### src/rtl/tmr_err_mon_pkg.sv
// tmr_err_mon_pkg
//   Shared types and constants for the TMR error monitor.
//   - rd_state_e : readout FSM states (IDLE, SEND)
//   - DATA_BASE  : counter index of err_data_i[0]
//   - state_base : counter index of err_state_i[0] for a given lane count
`timescale 1ns/1ps
package tmr_err_mon_pkg;

    typedef enum logic {
        IDLE = 1'b0,
        SEND = 1'b1
    } rd_state_e;

    localparam int unsigned DATA_BASE = 0;

    function automatic int unsigned state_base(input int unsigned lanes);
        return lanes;
    endfunction

endpackage

### src/rtl/tmr_err_ctr.sv
// tmr_err_ctr
//   One rising-edge detector feeding a saturating event counter.
//   Ports:
//     clk_i    in   clock
//     rst_i    in   asynchronous active-high reset
//     flag_i   in   level error flag
//     clr_i    in   synchronous clear of the count (prev flag kept)
//     reload_i in   snapshot reload: count becomes 0, or 1 if an edge now
//     cnt_o    out  current count [CW-1:0]
//     edge_o   out  rising edge of flag_i this cycle
`timescale 1ns/1ps
module tmr_err_ctr #(
    parameter int unsigned CW = 16
) (
    input  logic          clk_i,
    input  logic          rst_i,
    input  logic          flag_i,
    input  logic          clr_i,
    input  logic          reload_i,
    output logic [CW-1:0] cnt_o,
    output logic          edge_o
);

    logic          prev_q;
    logic [CW-1:0] cnt_q, cnt_d;
    logic          rise;

    assign rise = flag_i & ~prev_q;

    always_comb begin
        cnt_d = cnt_q;
        if (clr_i) begin
            cnt_d = '0;
        end else if (reload_i) begin
            cnt_d = rise ? CW'(1) : '0;
        end else if (rise && (cnt_q != '1)) begin
            cnt_d = cnt_q + CW'(1);
        end
    end

    // prev is deliberately not cleared by clr_i so a held flag is not recounted.
    always_ff @(posedge clk_i or posedge rst_i) begin
        if (rst_i) begin
            prev_q <= 1'b0;
            cnt_q  <= '0;
        end else begin
            prev_q <= flag_i;
            cnt_q  <= cnt_d;
        end
    end

    assign cnt_o  = cnt_q;
    assign edge_o = rise;

endmodule

### src/rtl/tmr_err_monitor.sv
// tmr_err_monitor
//   Counts rising edges of per-lane TMR error flags in saturating counters,
//   keeps a sticky any-error flag and streams a snapshot of all counters
//   over a valid/ready port on request.
//   Counter i < L tracks err_data_i[i]; counter L+i tracks err_state_i[i].
//   Ports:
//     clk_i, rst_i           clock, asynchronous active-high reset
//     err_data_i[L]          data-voter mismatch flags
//     err_state_i[L]         state-voter mismatch flags
//     clr_i                  clear counters and err_any_o
//     rd_req_i               readout request (IDLE only)
//     rd_ready_i             consumer ready
//     rd_valid_o, rd_data_o  readout word
//     rd_idx_o, rd_last_o    word index, final-word marker
//     busy_o                 readout in progress
//     err_any_o              sticky error flag
//   Build option: TMR_ERR_MON_CLR_ON_READ_EN reloads the counters on snapshot.
`timescale 1ns/1ps
module tmr_err_monitor
    import tmr_err_mon_pkg::*;
#(
    parameter int unsigned L  = 2,
    parameter int unsigned CW = 16
) (
    input  logic                     clk_i,
    input  logic                     rst_i,
    input  logic [L-1:0]             err_data_i,
    input  logic [L-1:0]             err_state_i,
    input  logic                     clr_i,
    input  logic                     rd_req_i,
    input  logic                     rd_ready_i,
    output logic                     rd_valid_o,
    output logic [CW-1:0]            rd_data_o,
    output logic [$clog2(2*L)-1:0]   rd_idx_o,
    output logic                     rd_last_o,
    output logic                     busy_o,
    output logic                     err_any_o
);

    localparam int unsigned N          = 2 * L;
    localparam int unsigned IW         = $clog2(N);
    localparam int unsigned STATE_BASE = state_base(L);
    localparam logic [IW-1:0] LAST_IDX = IW'(N - 1);

    logic [N-1:0]  flags;
    logic [N-1:0]  rises;
    logic [CW-1:0] cnt    [N];
    logic [CW-1:0] snap_q [N];

    rd_state_e     state_q, state_d;
    logic [IW-1:0] idx_q, idx_d;
    logic          snap_take;
    logic          reload;
    logic          err_any_q;

    assign flags[DATA_BASE  +: L] = err_data_i;
    assign flags[STATE_BASE +: L] = err_state_i;

`ifdef TMR_ERR_MON_CLR_ON_READ_EN
    assign reload = snap_take;
`else
    assign reload = 1'b0;
`endif

    for (genvar g = 0; g < N; g++) begin : g_ctr
        tmr_err_ctr #(
            .CW(CW)
        ) u_ctr (
            .clk_i    (clk_i),
            .rst_i    (rst_i),
            .flag_i   (flags[g]),
            .clr_i    (clr_i),
            .reload_i (reload),
            .cnt_o    (cnt[g]),
            .edge_o   (rises[g])
        );
    end

    // FSM state register
    always_ff @(posedge clk_i or posedge rst_i) begin
        if (rst_i) begin
            state_q <= IDLE;
        end else begin
            state_q <= state_d;
        end
    end

    // FSM next state
    always_comb begin
        state_d   = state_q;
        idx_d     = idx_q;
        snap_take = 1'b0;
        case (state_q)
            IDLE: begin
                if (rd_req_i) begin
                    snap_take = 1'b1;
                    idx_d     = '0;
                    state_d   = SEND;
                end
            end
            SEND: begin
                if (rd_ready_i) begin
                    if (idx_q == LAST_IDX) begin
                        idx_d   = '0;
                        state_d = IDLE;
                    end else begin
                        idx_d = idx_q + IW'(1);
                    end
                end
            end
            default: state_d = IDLE;
        endcase
    end

    // FSM outputs
    always_comb begin
        rd_valid_o = (state_q == SEND);
        busy_o     = (state_q != IDLE);
        rd_idx_o   = idx_q;
        rd_last_o  = (state_q == SEND) && (idx_q == LAST_IDX);
        rd_data_o  = (state_q == SEND) ? snap_q[idx_q] : '0;
    end

    // Snapshot holds the counter values from before this edge's update.
    always_ff @(posedge clk_i or posedge rst_i) begin
        if (rst_i) begin
            idx_q     <= '0;
            err_any_q <= 1'b0;
            for (int unsigned i = 0; i < N; i++) begin
                snap_q[i] <= '0;
            end
        end else begin
            idx_q <= idx_d;
            if (snap_take) begin
                for (int unsigned i = 0; i < N; i++) begin
                    snap_q[i] <= cnt[i];
                end
            end
            if (clr_i) begin
                err_any_q <= 1'b0;
            end else if (|rises) begin
                err_any_q <= 1'b1;
            end
        end
    end

    assign err_any_o = err_any_q;

endmodule

### config.mk
export PLATFORM = sky130hd
export DESIGN_NAME = tmr_err_monitor
export DESIGN_NICKNAME = d
export VERILOG_FILES = /design/src/rtl/tmr_err_mon_pkg.sv /design/src/rtl/tmr_err_ctr.sv /design/src/rtl/tmr_err_monitor.sv
export SDC_FILE = /design/constraint.sdc
export NUM_CORES = 1
export LEC_CHECK = 0
export CAP_MARGIN = 20
export CORE_AREA = 2 2 135 137
export DETAILED_ROUTE_END_ITERATION = 12
export DIE_AREA = 0 0 137 139
export GPL_TIMING_DRIVEN = 0
export SETUP_SLACK_MARGIN = 0.3
export SYNTH_ARGS = -nofsm -noshare
export SYNTH_HDL_FRONTEND = slang
export SYNTH_SLANG_ARGS = --single-unit
### constraint.sdc
create_clock -name clk_i -period 6 [get_ports clk_i]
set_input_delay 1.2 -clock clk_i [delete_from_list [all_inputs] [get_ports clk_i]]
set_output_delay 1.2 -clock clk_i [all_outputs]
set_load 0.005 [all_outputs]
==> results of run 1 <==
[report_power, final]
part	leakage [nW]	total [mW]	switching [mW]	internal, mW
Clock	0.303	1.11	0.392	0.720
Combinational	1.26	0.447	0.227	0.220
Sequential	1.87	1.03	0.0482	0.981
Total	3.43	2.59	0.668	1.92
[critical path: cells and delay by family, from the launching register on]
kind	cells	cell delay, ns
flip-flops	1	0.39
buffers and inverters	3	1.42
multiplexers	1	0.54
AND/OR/NAND/NOR	1	0.19
[cells in the mapped netlist (all sizes together) (2+ instances only)]
cell | instances | area share [%]
clkbuf | 23 | 1.3
a311oi | 2 | 0.26
or3 | 10 | 0.91
o31ai | 10 | 1.1
ha | 5 | 0.91
a21boi | 2 | 0.22
a211oi | 4 | 0.44
nor3 | 7 | 0.51
o21ai | 24 | 1.7
dfrtp | 136 | 50
or4 | 16 | 1.7
nor2b | 18 | 1.6
nand3 | 19 | 1.4
buf | 10 | 0.69
inv | 17 | 0.93
a31oi | 4 | 0.36
o311ai | 10 | 1.3
nand4 | 13 | 1.4
nor4 | 15 | 2.0
nand2b | 5 | 0.46
and2 | 22 | 2.0
or2 | 5 | 0.46
mux2 | 68 | 11
mux2i | 4 | 0.58
o41ai | 16 | 2.0
o311a | 2 | 0.29
nor2 | 34 | 1.9
and4 | 8 | 1.0
mux4 | 16 | 5.2
a21oi | 32 | 2.3
nand2 | 49 | 2.7
[layout make-up]
class                      instances  share of cell area (%)
buffer                            33                   1.651
clock buffer                      26                   6.404
clock inverter                     6                   1.358
inverter                          17                  0.8488
multi-input combinational        433                   40.31
sequential                       136                   41.98
tap                              229                   3.534
timing repair buffer              30                   3.920
[logic make-up (layout without fill, tap and decap cells)]
| kind of cell | count (synthesis) | in the layout | share of synthesized area [%] |
|---|---|---|---|
| mux | 88 | 88 | 16.98 |
| buf+inv | 50 | 112 | 2.878 |
| fa+ha+maj | 5 | 5 | 0.9107 |
| simple gates | 229 | 229 | 19.00 |
| compound gates | 111 | 111 | 10.69 |
| flops | 136 | 136 | 49.54 |
[how the worst max path moves through the flow]
stage          cells after the start                       to   startpoint
3_3_place_gp                       2  g_ctr[2].u_ctr.cnt_o[0]        rst_i
2_1_floorplan                      1                   busy_o        rst_i
4_1_cts                            5            rd_data_o[11]  rd_idx_o[1]
5_1_grt                            5            rd_data_o[13]  rd_idx_o[1]
6_report                           5            rd_data_o[11]  rd_idx_o[1]
3_5_place_dp                       5            rd_data_o[11]  rd_idx_o[1]
[sequential cells by signal, indices dropped and copies added (netlist names)]
name / cells
g_ctr.u_ctr.cnt_o: 64
snap_q: 64
g_ctr.u_ctr.prev_q: 4
rd_idx_o: 2
busy_o: 1
err_any_o: 1
[metrics by stage]
stage | power, mW | hold WS, ns | util, % | instances
final | 2.589 | 0.4772 | 45.92 | 910
after global placement | 1.489 | 0.4603 | 42.17 | 877
after global routing | 2.700 | 0.5168 | 45.92 | 910
after detailed placement | 1.501 | 0.4695 | 42.35 | 878
after floorplan | 1.311 | 0.4446 | - | 619
after CTS | 2.611 | 0.4824 | 45.92 | 910
[routing by layer]
| layer | vias to the layer above | wire, µm |
|---|---|---|
| li1 | 2431 | - |
| met3 | 31 | 1004 |
| met5 | - | 13 |
| met1 | 2705 | 8092 |
| met4 | 2 | 426 |
| met2 | 164 | 8961 |
[cells in the final DEF, fill, tap and decap left out, types with 7 or more instances in the layout]
cell             instances
nor2_1                  34
or3_1                   10
clkdlybuf4s50_1         29
and2_1                  22
nor4_1                  11
o21ai_0                 24
o31ai_1                 10
a21oi_1                 32
dfrtp_1                136
or4_1                   16
clkbuf_1                26
mux2_2                  68
nand3_1                 19
nand4_1                 11
nor2b_1                 18
and4_1                   8
clkbuf_16               17
o311ai_0                10
o41ai_1                 16
inv_1                   16
mux4_2                  16
nand2_1                 49
nor3_1                   7
==> results.py, run 1 <==
metrics = {
    "setup_path": {
        "end_kind": "output port",
        "max_stage_delay_ns": 0.55,
        "cp.arrival_ns": 2.96,
        "worstRegToRegCells": 5,
        "timing.rr.start": "busy_o",
        "reg2reg_to": "snap_q[39]",
        "critPathSlowestCell": "clkbuf_1",
        "path_class": "register to output port",
        "cp_max_fo": 10,
        "path_cells": "clkbuf_1 -> buf_2 -> mux4_2 -> and2_1 -> clkdlybuf4s50_1",
        "rrSetupSlack_ns": 3.73,
        "worstPathRequired_ns": 4.80,
        "startpoint_type": "register",
    },
    "power_and_ir_drop": {
        "power_leakage_nw": 3.426,
        "peakVddDrop_mv": 0.2254,
        "power_density_nw_per_um2": 319.4,
    },
    "logic_synthesis": {
        "synth_nets": 633,
        "synth_cell_types": 49,
        "ys_seq_area_share_pct": 49.54,
        "synth_cells": 619,
        "synth_edf_count": 0,
        "async_flop_share_pct": 100.0,
        "synth_area_um2": 6869,
        "synth_seq_cells": 136,
        "yosys_warnings": 0,
        "ys.flop_type": "dfrtp_1",
        "synth_area_per_cell_um2": 11.10,
    },
    "global_routing": {
        "grt_antenna_before_repair": 1,
        "grt_max_degree": 97,
        "grtUsageMet3_pct": 5.154,
        "gr-total-overflow": 0,
        "grt_pass1_wl_um": 29310,
        "track_usage_pct": 20.63,
        "grt_pass1_vias": 5187,
        "met2_usage_pct": 32.05,
        "use_met1_pct": 27.67,
        "top_usage_layer": "met2",
    },
    "floorplan": {
        "die_w_um": 137,
        "die_h_um": 139,
        "start_util_pct": 38.90,
        "io_pins": 31,
        "rows": 49,
        "core_area_um2": 17660,
        "die_area_um2": 19040,
    },
    "final_layout": {
        "stdcell_area_um2": 8108,
        "drive_gt1_share_pct": 19.53,
        "multi_input_area_um2": 3268,
        "fin_nets": 682,
        "antennaDiodeCount": 0,
        "ff_latch_area_um2": 3403,
        "fillCellCount": 1632,
        "syn_to_final_growth_pct": 18.03,
    },
    "clock_network": {
        "tritoncts": "yes",
        "numCtsBuffers": 17,
        "post-cts-setup-buffers": 0,
        "clockBufferDepth": 2,
        "cts_sinks": 136,
        "clk_latency_ns": 0.42,
        "htree_levels": 4,
        "cts_root_buf": "clkbuf_16",
        "clk_pin_slew_ns": 0.06,
        "cts.hold.buffers_added": 0,
        "cts-resized-gates": 0,
    },
    "drt": {
        "finalWirelength_um": 18500,
        "num_vias": 5333,
        "drt-initial-drc-count": 325,
        "wl_per_cell_um": 20.33,
        "vias_per_cell": 5.860,
        "first_pass_iters": 5,
        "drc_errors": 0,
        "ant_nets": 0,
    },
    "sta": {
        "finalCritPeriodShare_pct": 69.37,
        "finalMaxSlewViolations": 0,
        "finalHoldViolCount": 0,
        "rsz0062_at_grt": "false",
        "slew_headroom_pct": 42.33,
        "setup_tns_ns": 0,
        "max_freq_mhz": 240.3,
        "worst_pin_slew_ns": 0.8579,
        "worst_slack_ns": 1.838,
        "fin_crit_ns": 4.162,
        "skew_ns": 0.007144,
        "setup_viol": 0,
    },
    "place": {
        "port_buffers": 29,
        "dpl_cell_area_um2": 7478,
        "place_ws_ns": 2.211,
        "gp_congestion": 0.8593,
        "hpwl_um": 13380,
    },
    "hold_path": {
        "min_from": "snap_q[46]",
        "hold_depth": 2,
        "hold_end": "snap_q[46]",
        "min_path_type": "register to register",
    },
    "job": {
        "cap_violations": 0,
    },
    "run_status": {
        "outcome": "completed",
    },
}
No activity file was read; power rests on OpenSTA's default activity.
==> inputs of run 2 (changes only) <==
Clock period 6 ns to 3.4 ns, I/O delays scaled along.
==> run 2 against run 1 <==
Non-clock buffer count is 3 higher. Combinational power is 89% higher. Sequential power is 77% higher. First-iteration DRC count is 2.8% higher. Flip-flop and latch count stayed put. Die area stayed put. Core utilization hardly changed. Routed wire length is 0.27% lower. Sequential share of layout area hardly changed. Clock skew is 0.0029 ns higher. Critical endpoint is now rd_data_o[14].
==> results.py, run 2 (synthesis results as in run 1) <==
metrics = {
    "drt": {
        "vias_per_cell": 5.817,
        "ant_nets": 0,
        "top_layer_used": "met5",
        "first_pass_iters": 5,
        "wl_met2_um": 8853,
        "wl_met1_um": 8490,
        "num_vias": 5288,
        "wl_per_cell_um": 20.30,
        "drc_errors": 0,
        "drt-initial-drc-count": 334,
        "finalWirelength_um": 18450,
        "dr_wl_met3_um": 687,
    },
    "global_routing": {
        "grt_pass1_wl_um": 29350,
        "gr-total-overflow": 0,
        "track_usage_pct": 20.47,
        "grt_max_degree": 38,
        "grt_pass1_vias": 5152,
        "grt_antenna_before_repair": 1,
    },
    "place": {
        "dpl_cell_area_um2": 7510,
        "place_ws_ns": 0.1525,
        "port_buffers": 29,
        "gp_congestion": 0.8430,
        "hpwl_um": 13530,
        "dp.cells": 880,
    },
    "floorplan": {
        "rows": 49,
        "io_pins": 31,
        "core_area_um2": 17660,
        "die_w_um": 137,
        "die_area_um2": 19040,
        "start_util_pct": 38.90,
        "die_h_um": 139,
    },
    "clock_network": {
        "cts_root_buf": "clkbuf_16",
        "clockBufferDepth": 2,
        "htree_levels": 4,
        "cts.hold.buffers_added": 0,
        "cts_sinks": 136,
        "clk_latency_ns": 0.42,
        "clk_pin_slew_ns": 0.06,
        "tritoncts": "yes",
        "numCtsBuffers": 17,
    },
    "sta": {
        "skew_ns": 0.01004,
        "setup_viol": 0,
        "slew_headroom_pct": 44.21,
        "worst_slack_ns": 0.3963,
        "max_freq_mhz": 332.9,
        "hold_ws_ns": 0.4929,
        "finalHoldViolCount": 0,
        "finalMaxSlewViolations": 0,
        "rsz0062_at_grt": "false",
        "worst_pin_slew_ns": 0.8351,
        "fin_crit_ns": 3.004,
        "finalCritPeriodShare_pct": 88.34,
    },
    "setup_path": {
        "crit_start": "rd_idx_o[1]",
        "end_kind": "output port",
        "cp_max_fo": 10,
        "cp.arrival_ns": 2.32,
        "startpoint_type": "register",
        "worstPathRequired_ns": 2.72,
        "timing.rr.start": "busy_o",
        "path_class": "register to output port",
    },
    "power_and_ir_drop": {
        "peakVddDrop_mv": 0.4269,
        "power_leakage_nw": 3.437,
        "p_total_mw": 4.485,
        "power_density_nw_per_um2": 552.6,
    },
    "hold_path": {
        "min_path_type": "register to register",
        "min_from": "snap_q[63]",
    },
    "final_layout": {
        "final_cells": 909,
        "stdcell_area_um2": 8117,
        "antennaDiodeCount": 0,
        "fin_nets": 685,
        "layout_commonest_cell": "dfrtp_1",
        "drive_gt1_share_pct": 19.85,
        "final_cell_mix": "dfrtp_1, mux2_2, nand2_1, nor2_1, a21oi_1",
        "syn_to_final_growth_pct": 18.16,
    },
    "run_status": {
        "outcome": "completed",
    },
    "job": {
        "cap_violations": 0,
    },
}
-- run 2: stage by stage --
step / TNS, ns / utilization [%]
2_1_floorplan: 0 / -
3_3_place_gp: -27.52 / 42.19
3_5_place_dp: 0 / 42.53
4_1_cts: 0 / 45.88
5_1_grt: 0 / 45.97
6_report: 0 / 45.97
-- run 2: area by class of cell --
| class | count | area (µm²) |
|---|---|---|
| Buffer | 33 | 162.7 |
| Clock buffer | 25 | 505.5 |
| Clock inverter | 3 | 65.06 |
| Fill cell | 1628 | 9540 |
| Inverter | 17 | 67.56 |
| Multi-Input combinational cell | 433 | 3268 |
| Sequential cell | 136 | 3403 |
| Tap cell | 229 | 286.5 |
| Timing Repair Buffer | 33 | 357.8 |
-- run 2: final timing paths --
kind,end,slack [ns],cells after the start
max in group asynchronous,g_ctr[2].u_ctr.cnt_o[6],1.72,4
worst max register to register,snap_q[39],1.17,5
worst min-delay path,snap_q[63],0.49,2
worst min register to register,snap_q[63],0.49,2
min in group asynchronous,rd_idx_o[0],0.76,2
worst max-delay path,rd_data_o[14],0.40,5
-- run 2: timing repair --
item                       in CTS  in global routing
cloned                          0                  0
hold endpoints to repair        0                  0
gates resized for setup         8                  3
setup buffers                   0                  1
setup endpoints to repair      16                  5
-- run 2: critical path, cell delays in order (launching register included) --
cell,delay [ns]
dfrtp_1,0.41
buf_8,0.18
buf_8,0.17
mux4_2,0.50
and2_1,0.19
clkdlybuf4s50_1,0.45
-- run 2: routing by layer --
metal,vias to the layer above,GRT usage [%]
met5,-,0
met4,4,7.488
met3,27,4.020
met2,113,32.13
met1,2708,28.12
li1,2436,-
-- run 2: where the power goes --
part | internal (mW) | switching, mW | leakage (nW)
logic | 0.431 | 0.414 | 1.29
registers | 1.73 | 0.0894 | 1.87
clock network | 1.16 | 0.659 | 0.281
total | 3.32 | 1.16 | 3.44
